$ cat src/rtl/dmac_pkg.sv
// Shared definitions for the DMAC APB configuration block: register
// offsets, the read-only version word and the bus-handshake state type.
package dmac_pkg;

    localparam logic [11:0] DMAC_VER    = 12'h000;
    localparam logic [11:0] DMAC_SRC    = 12'h100;
    localparam logic [11:0] DMAC_DST    = 12'h104;
    localparam logic [11:0] DMAC_LEN    = 12'h108;
    localparam logic [11:0] DMAC_CMD    = 12'h10C;
    localparam logic [11:0] DMAC_STATUS = 12'h110;

    localparam logic [31:0] DMAC_VERSION = 32'h0001_2024;

    typedef enum logic {
        ST_IDLE   = 1'b0,
        ST_ACCESS = 1'b1
    } apb_state_t;

endpackage

$ cat src/rtl/dmac_apb_cfg.sv
// APB slave register file for the DMAC: SRC/DST/LEN job registers, CMD
// write -> one-cycle start pulse, engine status readback.
// Optional feature macro: DMAC_APB_WAIT_EN inserts WAIT_CYCLES wait states
// into every access; without it every access is zero-wait.
//
// state     | meaning
// ----------+---------------------------------------------------------
// ST_IDLE   | no transfer in progress; psel_i high starts the setup
// ST_ACCESS | access phase; counts down wait states, commits at cnt==0
module dmac_apb_cfg
    import dmac_pkg::*;
#(
    parameter int          ADDR_W      = 32,
    parameter int          LEN_W       = 16,
    parameter int          WAIT_CYCLES = 2,
    parameter logic [31:0] VERSION     = DMAC_VERSION
) (
    input  logic              clk,
    input  logic              rst,
    input  logic              psel_i,
    input  logic              penable_i,
    input  logic [ADDR_W-1:0] paddr_i,
    input  logic              pwrite_i,
    input  logic [31:0]       pwdata_i,
    output logic              pready_o,
    output logic [31:0]       prdata_o,
    output logic              pslverr_o,
    output logic [31:0]       src_addr_o,
    output logic [31:0]       dst_addr_o,
    output logic [LEN_W-1:0]  byte_len_o,
    output logic              start_o,
    input  logic              done_i
);

`ifdef DMAC_APB_WAIT_EN
    localparam bit WAIT_EN = 1'b1;
`else
    localparam bit WAIT_EN = 1'b0;
`endif

    localparam int         WAIT_EFF  = WAIT_EN ? WAIT_CYCLES : 0;
    localparam logic [3:0] WAIT_LOAD = 4'(WAIT_EFF);

    apb_state_t  state;
    apb_state_t  state_nxt;
    logic [3:0]  cnt;

    logic [11:0] offset;
    logic        mapped;
    logic        wr_legal;
    logic        acc_err;
    logic [31:0] rd_val;
    logic        wr_commit;

    logic [31:0]      src_q;
    logic [31:0]      dst_q;
    logic [LEN_W-1:0] len_q;

    // Only the low 12 address bits are decoded; the access-phase strobe is
    // implied by the FSM, so penable_i carries no extra information here.
    logic unused_sigs;
    assign unused_sigs = ^{penable_i, paddr_i[ADDR_W-1:12]};

    assign offset = paddr_i[11:0];

    // State register and wait-state counter.
    always_ff @(posedge clk) begin
        if (rst) begin
            state <= ST_IDLE;
            cnt   <= 4'd0;
        end else begin
            state <= state_nxt;
            if (state == ST_IDLE && psel_i)
                cnt <= WAIT_LOAD;
            else if (state == ST_ACCESS && psel_i && cnt != 4'd0)
                cnt <= cnt - 4'd1;
        end
    end

    // Next-state: a dropped psel_i aborts the access without committing.
    always_comb begin
        state_nxt = state;
        case (state)
            ST_IDLE:   if (psel_i) state_nxt = ST_ACCESS;
            ST_ACCESS: if (!psel_i || cnt == 4'd0) state_nxt = ST_IDLE;
            default:   state_nxt = ST_IDLE;
        endcase
    end

    // FSM outputs: pready_o marks the commit cycle.
    always_comb begin
        pready_o = !rst && (state == ST_ACCESS) && psel_i && (cnt == 4'd0);
    end

    // Address decode, read mux source and access legality.
    always_comb begin
        mapped   = 1'b1;
        wr_legal = 1'b0;
        rd_val   = 32'd0;
        case (offset)
            DMAC_VER:    rd_val = VERSION;
            DMAC_SRC:    begin rd_val = src_q;        wr_legal = done_i; end
            DMAC_DST:    begin rd_val = dst_q;        wr_legal = done_i; end
            DMAC_LEN:    begin rd_val = 32'(len_q);   wr_legal = done_i; end
            DMAC_CMD:    wr_legal = done_i;
            DMAC_STATUS: rd_val = {31'd0, done_i};
            default:     mapped = 1'b0;
        endcase
        acc_err = !mapped || (pwrite_i && !wr_legal);
    end

    assign wr_commit = pready_o && pwrite_i && !acc_err;

    // Bus response: only meaningful during the commit cycle.
    always_comb begin
        pslverr_o = pready_o && acc_err;
        prdata_o  = (pready_o && !pwrite_i && !acc_err) ? rd_val : 32'd0;
    end

    // Job registers, written only by a legal committed write.
    always_ff @(posedge clk) begin
        if (rst) begin
            src_q <= 32'd0;
            dst_q <= 32'd0;
            len_q <= '0;
        end else if (wr_commit) begin
            case (offset)
                DMAC_SRC: src_q <= pwdata_i;
                DMAC_DST: dst_q <= pwdata_i;
                DMAC_LEN: len_q <= pwdata_i[LEN_W-1:0];
                default:  ;
            endcase
        end
    end

    // Start pulse: high for the single cycle after a CMD commit with bit0 set.
    always_ff @(posedge clk) begin
        if (rst)
            start_o <= 1'b0;
        else
            start_o <= wr_commit && (offset == DMAC_CMD) && pwdata_i[0];
    end

    assign src_addr_o = src_q;
    assign dst_addr_o = dst_q;
    assign byte_len_o = len_q;

endmodule

$ cat config.mk
export PLATFORM = sky130hd
export DESIGN_NAME = dmac_apb_cfg
export DESIGN_NICKNAME = d
export VERILOG_FILES = /design/src/rtl/dmac_pkg.sv /design/src/rtl/dmac_apb_cfg.sv
export SDC_FILE = /design/constraint.sdc
export NUM_CORES = 1
export LEC_CHECK = 0
export ABC_AREA = 1
export BUFFER_PORTS_ARGS = -buffer_cell sky130_fd_sc_hd__buf_2
export CAP_MARGIN = 25
export CORE_MARGIN = 1
export CORE_UTILIZATION = 53
export CTS_CLUSTER_DIAMETER = 80
export CTS_CLUSTER_SIZE = 20
export DETAILED_ROUTE_END_ITERATION = 16
export GPL_TIMING_DRIVEN = 0
export HOLD_SLACK_MARGIN = 0.06
export PLACE_DENSITY = 0.86
export SLEW_MARGIN = 20
export SYNTH_ARGS = -nofsm -noshare
export SYNTH_HDL_FRONTEND = slang
export SYNTH_SLANG_ARGS = --single-unit
$ cat constraint.sdc
create_clock -name clk -period 3.85 [get_ports clk]
set_input_delay 0.385 -clock clk [delete_from_list [all_inputs] [get_ports clk]]
set_output_delay 0.385 -clock clk [all_outputs]
set_load 0.02 [all_outputs]
======== Word-level counts from Yosys, hierarchy flattened ========
Cells that the tools add are included.
storage, ports and cells
  register bits after elaboration ......... 86
cells by class
  reduce and logical (&&, ||, !) cells .... 31
  add/sub/neg operators ................... 1
  equal/unequal tests ..................... 5
  bitwise gates (word level) .............. 1
  mux-type cells .......................... 7
operators by type and width
  cell                                                  count
  one-hot mux 32 bit (5 select lines)                   1
  equality test 12 x 9 -> 1 bit, second input constant  5
  2-to-1 mux 32 bit                                     1
  logical AND 1 bit                                     14
  logical NOT 12 bit                                    1
  logical NOT 1 bit                                     6
  AND reduction 2 bit                                   3
  OR reduction 6 bit                                    1
  logical NOT 4 bit                                     1
  2-to-1 mux 1 bit                                      4
  nonzero test 4 bit                                    1
  OR reduction 4 bit                                    1
  subtractor 4 x 1 -> 4 bit, second input constant      1
  logical OR 1 bit                                      2
  one-hot mux 1 bit (2 select lines)                    1
  OR reduction 2 bit                                    1
  NOT 1 bit                                             1

======== Depth between registers and ports, before layout ========
  depth after elaboration ................. 10
  depth in mapped cells ................... 12
  gate-level depth less buffers ........... 11

======== Worst setup path before layout ========
No wires, ideal clock.
  kind .................................... register to output
  start point ............................. reg cnt[0]
  end point ............................... out prdata_o[28]
  required time ........................... 3465 ps
  buffers on the path ..................... 1
  stages on the path, launching flop included .. 10
  arrival time ............................ 1764 ps
  slack ................................... 1701 ps
  cell sequence ........................... dfxtp_1 inv_1 ha_1 nand2_1 nor2_2 nand3_2 inv_1 nand3_1 clkbuf_1 a21oi_1
on the way
  longest elaborated chain between the ends .. 5
RTL lines
  what                            RTL line             RTL
  start, declared                 dmac_apb_cfg.sv:46   logic [3:0] cnt;
  start signal, assigned          dmac_apb_cfg.sv:76   cnt <= cnt - 4'd1;
  logical NOT 4 bit               dmac_apb_cfg.sv:92   pready_o = !rst && (state == ST_ACCESS) && psel_i && (cnt == 4'd0);
  logical AND 1 bit               dmac_apb_cfg.sv:92
  via pready_o                    dmac_apb_cfg.sv:25   output logic pready_o,
  logical AND 1 bit (2 in a row)  dmac_apb_cfg.sv:117  prdata_o = (pready_o && !pwrite_i && !acc_err) ? rd_val : 32'd0;
  2-to-1 mux 32 bit               dmac_apb_cfg.sv:117
  end, declared                   dmac_apb_cfg.sv:26   output logic [31:0] prdata_o,
The timed path passes the listed nets, and every way through them passes these cells.

======== Final worst setup path ========
  start point ............................. reg cnt[0]
  end point ............................... out prdata_o[15]
on the way
  longest elaborated chain between the ends .. 5
RTL lines
  what                            RTL line
  logical NOT 4 bit               dmac_apb_cfg.sv:92
  logical AND 1 bit               dmac_apb_cfg.sv:92
  logical AND 1 bit (2 in a row)  dmac_apb_cfg.sv:117
  2-to-1 mux 32 bit               dmac_apb_cfg.sv:117
No other way between the ends.

==> summary.md <==
| Metric | Value |
|---|---|
| Overflow after GRT | `0` |
| Number of pins exceeding their max-slew limit in the final report | `0` |
| Routed wire length | `13330 µm` |
| Clock skew | `0.01055 ns` |
| Initial cell density of the core | `0.5539` |
| Number of library cell types mapped by synthesis | `32` |
| Post-detailed-placement cell area | `5567 µm²` |
| Number of CTS-inserted buffers | `9` |
| Leak pwr | `3.168 nW` |
| Fraction of power spent switching nets | `0.2304` |
| Relative contribution of the clock network to total power | `0.426` |
| H-Tree Depth | `3` |
| Clock slew seen by the registers of the worst setup and hold paths | `0.09 ns` |
| Top library cells by usage in the layout, fill and taps aside | `nand2_1 (205), buf_2 (165), nor2_1 (161)` |
| Sequential fraction of design power | `0.526` |
| Global placement routability congestion | `0.8982` |
| Worst vdd rail ir drop | `0.1902 mV` |
| Crit path time final | `2.806 ns` |
| Top-level port count | `185` |
| Die Y | `95.36 µm` |
| Setup total negative slack | `0 ns` |
| Synthesis-to-finish area growth | `25.35%` |
| Final worst-path cycle share | `0.7288` |
| Register bit total from synthesis | `86` |
| Outcome | `completed` |
| Global router's overall resource usage | `0.2980` |
| Power spent charging and discharging nets | `0.3893 mW` |
| Yosys warning count | `0` |
| Number of global-route vias before repair | `4271` |
| Detailed Place HPWL | `9716 µm` |
| Insertion delay to the later sink of the worst-skew pair | `0.35 ns` |
| DR vias | `4890` |
| Unrepaired setup endpoints after global routing | `no` |
| Tightest Hold Check Type | `in2reg` |
| Global-route wire length before repair | `20590 µm` |
| Quantity of gates resized following cts | `0` |
| Critical path class | `reg2out` |
| Post-synthesis instance total | `716` |
| Final cell area excluding filler cells | `5791 µm²` |
| Power per unit of standard cell area | `291.8 nW/µm²` |
| Element type at the critical path end | `output port` |
| Std cell rows | `33` |
| Pin count of the biggest net entering global routing | `15` |
| Routed via count divided by cell count | `4.890` |
| Number of buffers inserted to repair setup after CTS | `0` |
| Area of the core | `8341 µm²` |
| Max-cap violations | `0` |
| Highest attainable clock frequency | `356.4 MHz` |
| Number of nets in the layout | `962` |
| Wire length per cell | `13.33 µm` |
| Headroom to the max-slew limit | `0.5437` |
| Clock tree from TritonCTS | `yes` |
| Final Hold Viols | `0` |
| Part of the power in combinational logic | `0.047` |
| Fin cells | `1000` |
| Detail Route Antenna Nets | `0` |
| Data arrival time of the critical path | `2.42 ns` |
| Number of nets in the synthesized netlist | `788` |
| Antenna violations before repair | `0` |
| Number of clock sinks | `86` |
| Most common cell after layout, fill and taps aside | `nand2_1` |
| Root Buffer Master | `clkbuf_8` |
| Category of the worst setup path launch point | `register` |
| Floorplan die area | `9094 µm²` |
| Number of design-rule violations left by the first detailed-router iteration | `285` |
| Syn_area_per_cell | `6.452 µm²` |
| TritonRoute pass-1 iters | `5` |
| Largest fanout on the critical path | `10` |
| Hold_buf cts | `0` |
| Fraction of layout instances using a drive strength above 1 | `0.2849` |
| Remaining routing DRC violations | `0` |
| Post-synthesis cell area | `4619 µm²` |
| # setup viols final | `0` |
| Antenna Cells | `0` |
| Cell internal power dissipation | `1.300 mW` |
| Worst Tran Pin Value | `0.6844 ns` |
| Clock Tree Buf Depth | `2` |
| Port Buffers | `163` |
| Floorplan die width | `95.36 µm` |
| Sequential-to-total area share from yosys stat | `0.3727` |
| Data required, critical path | `3.46 ns` |
| Post-placement cell count | `984` |
==> area by class of cell <==
cell class | instances | area (µm²)
Inverter | 110 | 415.4
Tap cell | 105 | 131.4
Clock buffer | 11 | 141.4
Fill cell | 754 | 2550
Timing Repair Buffer | 163 | 815.8
Sequential cell | 86 | 1722
Multi-Input combinational cell | 489 | 2251
Clock inverter | 5 | 82.58
Buffer | 31 | 231.5
==> cell families (layout without fill, tap and decap cells) <==
family | after synthesis | after routing | share of synthesized area
AOI/OAI and AO/OA | 56 | 56 | 0.06934
adders and majority gates | 2 | 2 | 0.005416
buffers and inverters | 141 | 320 | 0.1400
DFF | 86 | 86 | 0.3727
and+or+nand+nor | 431 | 431 | 0.4125
==> worst paths after layout <==
| path | depth (start not counted) | slack, ns | end | from |
|---|---|---|---|---|
| hold / removal | 2 | 0.24 | state | rst |
| hold reg to reg | 2 | 0.50 | cnt[0] | cnt[0] |
| setup reg to reg | 11 | 1.96 | src_addr_o[21] | cnt[0] |
| setup / recovery | 10 | 1.04 | prdata_o[15] | cnt[0] |
==> flip-flops by register name (all words and copies together), names as in the netlist <==
register,count
cnt,4
dst_addr_o,32
src_addr_o,32
state,1
start_o,1
byte_len_o,16
==> cells in the mapped netlist, drive strengths merged <==
cell type | n | area share
o22ai | 14 | 0.019
nor3b | 2 | 0.0032
nand4 | 4 | 0.018
ha | 2 | 0.0054
buf | 18 | 0.040
o31ai | 1 | 0.0016
o21bai | 1 | 0.0016
clkinv | 1 | 0.00081
nand3 | 11 | 0.023
nand2 | 212 | 0.18
nor2 | 196 | 0.18
dfxtp | 86 | 0.37
nor4 | 2 | 0.0027
o21ai | 6 | 0.0073
a221oi | 3 | 0.0057
inv | 109 | 0.089
nor3 | 4 | 0.0043
clkbuf | 13 | 0.011
a211oi | 1 | 0.0016
a21oi | 30 | 0.033
==> per-layer routing <==
layer | GRT usage | part of all wire | vias to the layer above
met5 | 0 | 0 | -
met4 | 0.1275 | 0.023 | 0
met3 | 0.04785 | 0.078 | 31
met2 | 0.4893 | 0.48 | 222
met1 | 0.3855 | 0.42 | 2151
li1 | - | - | 2486
==> through the flow <==
stage	util	power [mW]	setup slack [ns]	hold slack (ns)
after floorplan	-	0.9405	1.701	0.4406
after global routing	0.6943	1.747	0.8766	0.2367
after CTS	0.6943	1.697	1.032	0.2232
final	0.6943	1.690	1.044	0.2361
after global placement	0.6674	0.9885	1.272	0.4505
after detailed placement	0.6674	0.9893	1.299	0.4736
==> power groups by stage <==
| stage | clock network, mW | logic [mW] | registers [mW] |
|---|---|---|---|
| floorplan | 0 | 0.0301 | 0.910 |
| global placement | 0 | 0.0782 | 0.910 |
| detailed placement | 0 | 0.0789 | 0.910 |
| CTS | 0.728 | 0.0792 | 0.889 |
| global route | 0.771 | 0.0869 | 0.890 |
| finish | 0.720 | 0.0798 | 0.889 |
==> worst max-delay path, cell delays in order, from the launching register on <==
cell	delay, ns
dfxtp_1	0.33
inv_1	0.10
ha_1	0.16
nand2_1	0.06
nor2_2	0.11
nand3_2	0.16
inv_1	0.12
nand3_1	0.24
clkbuf_1	0.36
nor2_1	0.23
buf_2	0.19
No activity file was read; power rests on OpenSTA's default activity.
